**src/rtl/mem_port_arbiter.sv**
```systemverilog
// mem_port_arbiter: shares one multi-cycle SRAM between IF and MEM requests, sequencing accesses and driving pipeline freezes
module mem_port_arbiter #(
  parameter int SRAM_WAIT    = 3,
  parameter int STARVE_LIMIT = 2
) (
  input  logic        clk,
  input  logic        rst,
  input  logic        if_req,
  input  logic [31:0] if_addr,
  output logic [31:0] if_rdata,
  output logic        if_ready,
  output logic        if_freeze,
  input  logic        mem_rd_en,
  input  logic        mem_wr_en,
  input  logic [31:0] mem_addr,
  input  logic [31:0] mem_wdata,
  output logic [31:0] mem_rdata,
  output logic        mem_ready,
  output logic        mem_freeze,
  output logic [31:0] sram_addr,
  output logic [31:0] sram_wdata,
  output logic        sram_re,
  output logic        sram_we,
  input  logic [31:0] sram_rdata
);
  localparam int WW = $clog2(SRAM_WAIT + 1);
  localparam int SW = $clog2(STARVE_LIMIT + 1);
  typedef enum logic [1:0] {IDLE, ACCESS, DONE} state_t;
  state_t state, state_n;
  logic owner_mem, op_wr, mem_req, any_req, grant_mem, last;
  logic [WW-1:0] wait_cnt;
  logic [SW-1:0] starve_cnt;
  assign mem_req   = mem_rd_en | mem_wr_en;
  assign any_req   = if_req | mem_req;
  assign grant_mem = mem_req & ~(if_req & (starve_cnt == SW'(STARVE_LIMIT)));
  assign last      = wait_cnt == WW'(SRAM_WAIT - 1);
  always_comb begin
    state_n = state == IDLE   ? (any_req ? ACCESS : IDLE) :
              state == ACCESS ? (last ? DONE : ACCESS) : IDLE;
  end
  always_ff @(posedge clk) begin
    if (rst) begin
      state      <= IDLE;
      owner_mem  <= 1'b0;
      op_wr      <= 1'b0;
      wait_cnt   <= '0;
      starve_cnt <= '0;
      sram_addr  <= '0;
      sram_wdata <= '0;
      if_rdata   <= '0;
      mem_rdata  <= '0;
    end else begin
      state <= state_n;
      if (state == IDLE && any_req) begin
        owner_mem  <= grant_mem;
        op_wr      <= grant_mem & mem_wr_en;
        sram_addr  <= grant_mem ? mem_addr : if_addr;
        sram_wdata <= grant_mem ? mem_wdata : '0;
        wait_cnt   <= '0;
        starve_cnt <= !grant_mem ? '0 :
                      (if_req && starve_cnt != SW'(STARVE_LIMIT)) ? starve_cnt + 1'b1 : starve_cnt;
      end
      if (state == ACCESS) begin
        wait_cnt <= wait_cnt + 1'b1;
        if (last && !op_wr && owner_mem) mem_rdata <= sram_rdata;
        if (last && !op_wr && !owner_mem) if_rdata <= sram_rdata;
      end
    end
  end
  assign sram_re    = (state == ACCESS) & ~op_wr;
  assign sram_we    = (state == ACCESS) & op_wr;
  assign if_ready   = (state == DONE) & ~owner_mem;
  assign mem_ready  = (state == DONE) & owner_mem;
  assign if_freeze  = if_req & ~if_ready;
  assign mem_freeze = mem_req & ~mem_ready;
endmodule

```
**config.mk**
```make
export PLATFORM = sky130hd
export DESIGN_NAME = mem_port_arbiter
export DESIGN_NICKNAME = d
export VERILOG_FILES = /design/src/rtl/mem_port_arbiter.sv
export SDC_FILE = /design/constraint.sdc
export NUM_CORES = 1
export LEC_CHECK = 0
export BUFFER_PORTS_ARGS = -buffer_cell sky130_fd_sc_hd__buf_2
export CAP_MARGIN = 20
export CORE_MARGIN = 3
export CORE_UTILIZATION = 44
export DETAILED_ROUTE_END_ITERATION = 6
export PLACE_DENSITY = 0.75
export SKIP_CTS_REPAIR_TIMING = 1
export SLEW_MARGIN = 20
export SYNTH_ARGS = -nofsm -noshare
export SYNTH_HDL_FRONTEND = slang
export SYNTH_SLANG_ARGS = --single-unit
```
**constraint.sdc**
```tcl
create_clock -name clk -period 2.6 [get_ports clk]
set_input_delay 0.26 -clock clk [delete_from_list [all_inputs] [get_ports clk]]
set_output_delay 0.26 -clock clk [all_outputs]
set_load 0.005 [all_outputs]
```
Yosys cells after proc, flatten, opt, wreduce, memory -nomap -nowiden
Cells that the tools add are included.
Storage, ports and cells
  register bits: 136
  bits of input ports: 133
  word-level logic and storage cells: 55
Operators by class
  add/sub/neg operators: 2
  equal/unequal tests: 6
  mux-type cells: 10
  bitwise operators: 16
  reductions and logical operators: 12
Operators by type and width (number)
  32-bit two-way mux: 2
  2-bit two-way mux: 7
  1-bit AND: 9
  2-bit == test (second input constant): 3
  2-bit AND reduction: 3
  1-bit logical AND: 5
  1-bit NOT: 5
  2-bit by 1-bit adder with 2-bit output (second input constant): 2
  2-bit by 1-bit == test with 1-bit output (second input constant): 1
  1-bit logical NOT: 2
  2-bit logical NOT: 1
  2-bit by 1-bit != test with 1-bit output (second input constant): 1
  2-bit != test (second input constant): 1
  1-bit bitwise OR: 2
  2-bit nonzero test: 1
  1-bit two-way mux: 1

Logic depth before layout (Yosys ltp)
Gate-level depths: netlist (run 1).
  word-level depth: 6
  depth in mapped cells: 7
  gate-level depth less buffers: 5

Worst setup path after synthesis (run 1)
OpenSTA, ideal clock, no wires.
  path type: register -> register
  from: reg starve_cnt[0]
  to: reg sram_addr[25]
  setup time: 0.091 ns
  arrival time: 1.317 ns
  slack: 1.192 ns
  cell stages (with the launch flop): 8
  period minus slack after synthesis: 1.408 ns
  cells stage by stage: dfxtp_1 -> inv_1 -> ha_1 -> a2bb2oi_2 -> buf_2 -> buf_4 -> nand2_1 -> a311oi_1
On the way
  word-level cells in the longest chain between the ends: 5
Ends and longest elaborated chain
  from (decl): line 32  | logic [SW-1:0] starve_cnt;
  from (signal assigned): line 60  | starve_cnt <= !grant_mem ? '0 :
  2-bit == test: line 35  | assign grant_mem = mem_req & ~(if_req & (starve_cnt == SW'(STARVE_LIMIT)));
  1-bit AND: line 35
  1-bit NOT: line 35
  1-bit AND: line 35
  32-bit two-way mux: line 57  | sram_addr <= grant_mem ? mem_addr : if_addr;
  to (signal assigned): line 57
  to (decl): line 20  | output logic [31:0] sram_addr,
No other way between the ends.
A chain may end at the register's enable or synchronous reset.

Worst setup path in the final report (run 1)
  from: reg state[1]
  to: out if_freeze
On the way
  word-level cells in the longest chain between the ends: 4
Ends and longest elaborated chain
  from (decl): line 29  | state_t state, state_n;
  from (signal assigned): line 53  | state <= state_n;
  2-bit == test: line 72  | assign if_ready = (state == DONE) & ~owner_mem;
  1-bit AND: line 72
  1-bit NOT: line 74  | assign if_freeze = if_req & ~if_ready;
  1-bit AND: line 74
  to (decl): line 12  | output logic if_freeze,
No other way between the ends.

==> results.json, run 1 <==
{
  "mostFrequentLayoutCell": "buf_2",
  "cp_max_fo": 9,
  "crit_required_ns": 2.34,
  "ant_nets": 0,
  "drtIter0Drc": 443,
  "synth_top_family_by_area": "simple AND/OR/NAND/NOR gates",
  "core_sq_um": 12700,
  "ios": 267,
  "tightest_slew_ns": 0.654,
  "insertedDiodeCount": 0,
  "fin_util_pct": 61.4,
  "start_kind": "register",
  "grt_max_degree": 91,
  "clk-insertion-delay-late_ns": 0.41,
  "async_flop_share_pct": 0,
  "routedWlPerCell_um": 15.7,
  "cp-endpoint": "if_freeze",
  "syn_to_final_growth_pct": 35.7,
  "cts-buffers-inserted": 17,
  "synth_compound_area_share_pct": 14.8,
  "rsz0062_at_grt": "false",
  "fin_crit_ns": 1.82,
  "drcViolationCount": 0,
  "die_w_um": 120,
  "final_cell_mix": "buf_2 (265), dfxtp_1 (136), nand2b_1 (98)",
  "r2r.worst_path.cells": 6,
  "r2r-start": "starve_cnt[0]",
  "dieArea_sq_um": 14400,
  "synthSimpleGateAreaFrac_pct": 21.3,
  "gr-usage-all-layers_pct": 22.5,
  "gp_congestion": 0.797,
  "syn_inst": 626,
  "hpwl_um": 11200,
  "start_util_pct": 45.3,
  "synth_mux_area_share_pct": 11.2,
  "avgViaCountPerCell": 5.21,
  "cts_tree": "yes",
  "antenna_found_initial": 0,
  "p_per_area_nw_per_um2": 674,
  "via_count": 5471,
  "synth_edf_count": 0,
  "slew_headroom_pct": 56.4,
  "grt_overflow": 0,
  "cap_violations": 0,
  "fmax_mhz": 548,
  "h-tree-depth": 4,
  "synth_nets": 761,
  "path_clk_slew_ns": 0.06,
  "yosys_warnings": 0,
  "synth-xor-area-share_pct": 0,
  "cts_sinks": 136,
  "avgSynthCellArea_sq_um": 9.16,
  "timing.hold.ws_ns": 0.0995,
  "first_pass_iters": 5,
  "synth_fa_ha_area_share_pct": 0.436,
  "status": "finished clean",
  "ys_types": 32,
  "cts_max_path_buffers": 2,
  "io_buffers": 266,
  "fin_nets": 1000,
  "startpoint": "state[1]",
  "drive_gt1_share_pct": 36.2,
  "die_h_um": 120,
  "path_class": "reg2out",
  "ir_drop_v": 0.000443,
  "power.total_mw": 5.24,
  "reg2reg_to": "sram_addr[18]",
  "finalSetupTns_ns": 0,
  "hold_violations": 0,
  "crit_arrival_ns": 1.56,
  "rrSetupSlack_ns": 0.82,
  "synth_area_sq_um": 5730,
  "yosysSeqAreaShare_pct": 47.5,
  "num_rows": 41,
  "end_kind": "output port",
  "leakagePower_nw": 3.70,
  "synth-seq-cells": 136,
  "synth-main-ff-cell": "dfxtp_1",
  "setup_violations": 0,
  "min_path_type": "in2reg",
  "finClkSkew_ns": 0.00849,
  "period_share_pct": 70.2,
  "first_global_vias": 5242,
  "grt_pass1_wl_um": 26200,
  "clockRootBuffer": "clkbuf_16",
  "wirelength_um": 16500,
  "slew_violations": 0
}
[how the worst min path moves through the flow]
stage	from	end	slack (ns)	cells past startpoint
after global placement	starve_cnt[1]	starve_cnt[1]	0.45	2
final	mem_wdata[22]	sram_wdata[22]	0.1	3
after CTS	mem_wdata[17]	sram_wdata[17]	0.09	3
after global routing	mem_wdata[29]	sram_wdata[29]	0.09	3
after floorplan	mem_wr_en	op_wr	0.41	2
after detailed placement	starve_cnt[1]	starve_cnt[1]	0.46	2
[through the flow]
stage	cells	setup slack, ns	area, sq um
3_3_place_gp	1018	0.907	7200
3_5_place_dp	1018	0.860	7200
2_1_floorplan	626	1.19	5730
6_report	1050	0.775	7780
5_1_grt	1050	0.635	7780
4_1_cts	1050	0.783	7780
[synthesized netlist by cell type, types with 3 or more instances]
library cell	number	area share (%)
buf_2	30	2.6
buf_4	4	0.52
nor2b_1	3	0.33
nand2_1	67	4.4
clkbuf_1	24	1.6
nor2_1	4	0.26
nand2b_1	98	11
dfxtp_1	136	47
a311oi_1	32	4.9
o21ai_0	34	3.0
or3_1	4	0.44
a21oi_1	70	6.1
nand3_1	3	0.26
nand4_1	32	3.5
mux2i_1	64	11
[cell families (layout without fill, tap and decap cells)]
logic type,count (synthesis),in the layout
DFF,136,136
AOI/OAI and AO/OA,141,141
buffers and inverters,61,313
adders and majority gates,2,2
muxes,64,64
and+or+nand+nor,222,222
[flip-flops by register name, summed over array words and instances, names as in the netlist]
name,cells
state,2
wait_cnt,2
sram_wdata,32
mem_rdata,32
starve_cnt,2
op_wr,1
sram_addr,32
if_rdata,32
owner_mem,1
[worst max-delay path: stages, from the launching register on]
cell,delay (ns)
dfxtp_1,0.53
nor3b_1,0.41
nor2b_1,0.08
buf_2,0.14
[report_power, final]
group / total [mW] / leakage, nW / switching (mW) / internal [mW]
clock: 2.36 / 0.284 / 0.898 / 1.46
combinational: 0.636 / 2.30 / 0.340 / 0.296
sequential: 2.25 / 1.11 / 0.0583 / 2.19
total: 5.24 / 3.70 / 1.30 / 3.95
[routing by layer]
layer  vias to the layer above  GRT usage [%]  share of wire, %
li1                       2688              -                 -
met1                      2503           28.6                42
met2                       251           36.0                47
met3                        29           7.40               8.7
met4                         0           7.52               2.0
met5                         -              0                 0
[layout make-up]
type,instances,area (sq um)
tap,172,215
multi-input combinational,429,2770
inverter,2,7.51
clock buffer,21,460
sequential,136,2720
clock inverter,11,121
fill,1135,4890
timing repair buffer,279,1480
(Power assumes the default switching activity.)
==> inputs of run 2 (changes only) <==
- CORE_UTILIZATION: 44 -> 42
- clock period: 2.6 -> 1.6 ns (I/O delays scaled with it)
==> run 2 against run 1 <==
- the run now ends with negative hold slack left
- critical path depth increased by 4
- register-to-register slack got worse by 0.78 ns
- global-route usage decreased by 0.93 points
- sequential cell count unchanged
- setup slack got worse by 0.73 ns
- total power increased by 69%
- clock-buffer cell count unchanged
- clock skew decreased by 0.00051 ns
- core utilization increased by 0.93 points
- clock power increased by 72%
- first-iteration DRC count decreased by 24%
- non-clock buffer count increased by 29
- critical path type is now reg2reg
- largest power group unchanged
==> results.json, run 2 (same netlist as run 1, synthesis figures left out) <==
{
  "status": "complete, but fails checks",
  "violations": "negative hold slack",
  "ios": 267,
  "tightest_slew_ns": 0.329,
  "mostFrequentLayoutCell": "buf_2",
  "cap_violations": 0,
  "final_area_sq_um": 8290,
  "crit_arrival_ns": 1.89,
  "path_clk_slew_ns": 0.06,
  "fin_crit_ns": 1.56,
  "nFillCells": 1162,
  "period_share_pct": 97.3,
  "cts_max_path_buffers": 2,
  "p_per_area_nw_per_um2": 1070,
  "clockRootBuffer": "clkbuf_16",
  "min_to": "sram_wdata[21]",
  "avgViaCountPerCell": 5.20,
  "gp_congestion": 0.819,
  "hold_start": "mem_wdata[21]",
  "ant_nets": 0,
  "crit_required_ns": 1.94,
  "cts_sinks": 136,
  "end_kind": "register",
  "gr-usage-all-layers_pct": 21.6,
  "finClkSkew_ns": 0.00798,
  "power.total_mw": 8.87,
  "cp_max_fo": 15,
  "slew_headroom_pct": 78.1,
  "cts_tree": "yes",
  "ir_drop_v": 0.000758,
  "hpwl_um": 11600,
  "min_path_type": "in2reg",
  "rrSetupSlack_ns": 0.04,
  "hold_violations": 2,
  "first_global_vias": 5232,
  "setup_violations": 0,
  "grt_max_degree": 66,
  "hold_depth": 3,
  "rsz0062_at_grt": "true",
  "io_buffers": 266,
  "clk-insertion-delay-late_ns": 0.41,
  "drive_gt1_share_pct": 38.5,
  "slew_violations": 0,
  "num_rows": 42,
  "grt_overflow": 0,
  "core_sq_um": 13300,
  "start_util_pct": 43.1,
  "grt_pass1_wl_um": 25500,
  "r2r.worst_path.cells": 7,
  "start_kind": "register",
  "insertedDiodeCount": 0,
  "placed_cell_area_sq_um": 7360,
  "first_pass_iters": 4,
  "timing.hold.ws_ns": -0.00374,
  "via_count": 5635,
  "dieArea_sq_um": 15100,
  "drtIter0Drc": 338,
  "fin_util_pct": 62.3,
  "wirelength_um": 17600,
  "cts-buffers-inserted": 17,
  "fmax_mhz": 642,
  "syn_to_final_growth_pct": 44.5,
  "fin_ws_ns": 0.0433,
  "die_w_um": 123,
  "leakagePower_nw": 3.92,
  "routedWlPerCell_um": 16.3,
  "die_h_um": 123,
  "antenna_found_initial": 0,
  "r2r-start": "wait_cnt[0]",
  "path_class": "reg2reg",
  "fin_nets": 1029,
  "drcViolationCount": 0,
  "h-tree-depth": 4,
  "reg2reg_to": "if_rdata[5]",
  "place_ws_ns": 0.0344,
  "final_cell_mix": "buf_2 (265), dfxtp_1 (133), nand2b_1 (98)"
}
run 2: critical path, cell delays in order, from the launching register on:
cell and delay [ns]:
dfxtp_1 0.32, inv_2 0.06, ha_2 0.17, nand3b_1 0.16
nor3_4 0.23, buf_4 0.17, buf_12 0.17, mux2i_1 0.19
run 2: area by class of cell:
class / instances / area (sq um) / area share, %
well taps: 176 / 220 / 2.66
clock buffers: 21 / 470 / 5.68
inverters: 2 / 7.51 / 0.0906
repair buffers: 308 / 1900 / 22.9
flip-flops and latches: 136 / 2730 / 32.9
multi-input cells: 429 / 2820 / 34.0
clock inverters: 11 / 145 / 1.75
run 2: report_power, final:
part           internal [mW]  switching (mW)
Combinational          0.574           0.605
Clock                   2.57            1.47
Sequential              3.56          0.0886
Total                   6.71            2.17
run 2: metrics by stage:
step           TNS, ns  hold WS, ns  cells
2_1_floorplan        0        0.312    626
3_3_place_gp         0        0.423   1031
3_5_place_dp         0        0.430   1031
4_1_cts         -0.159      -0.0208   1063
5_1_grt         -0.667      0.00112   1083
6_report             0     -0.00374   1083
run 2: worst max-delay path by stage:
| stage | end | slack, ns | from | depth (start not counted) |
|---|---|---|---|---|
| after floorplan | sram_addr[25] | 0.19 | starve_cnt[0] | 7 |
| after global placement | sram_addr[29] | 0.14 | starve_cnt[0] | 6 |
| after detailed placement | sram_addr[23] | 0.03 | starve_cnt[0] | 6 |
| after CTS | if_freeze | -0.09 | state[1] | 4 |
| after global routing | if_rdata[6] | -0.05 | wait_cnt[0] | 7 |
| final | if_rdata[5] | 0.04 | wait_cnt[0] | 7 |
run 2: routing by layer:
metal  vias to the layer above  GRT usage [%]  part of all wire, %
met5                         -              0                    0
li1                       2750              -                    -
met2                       262           36.8                   49
met4                         0           7.98                  1.9
met1                      2601           25.1                   40
met3                        22           7.14                  8.8
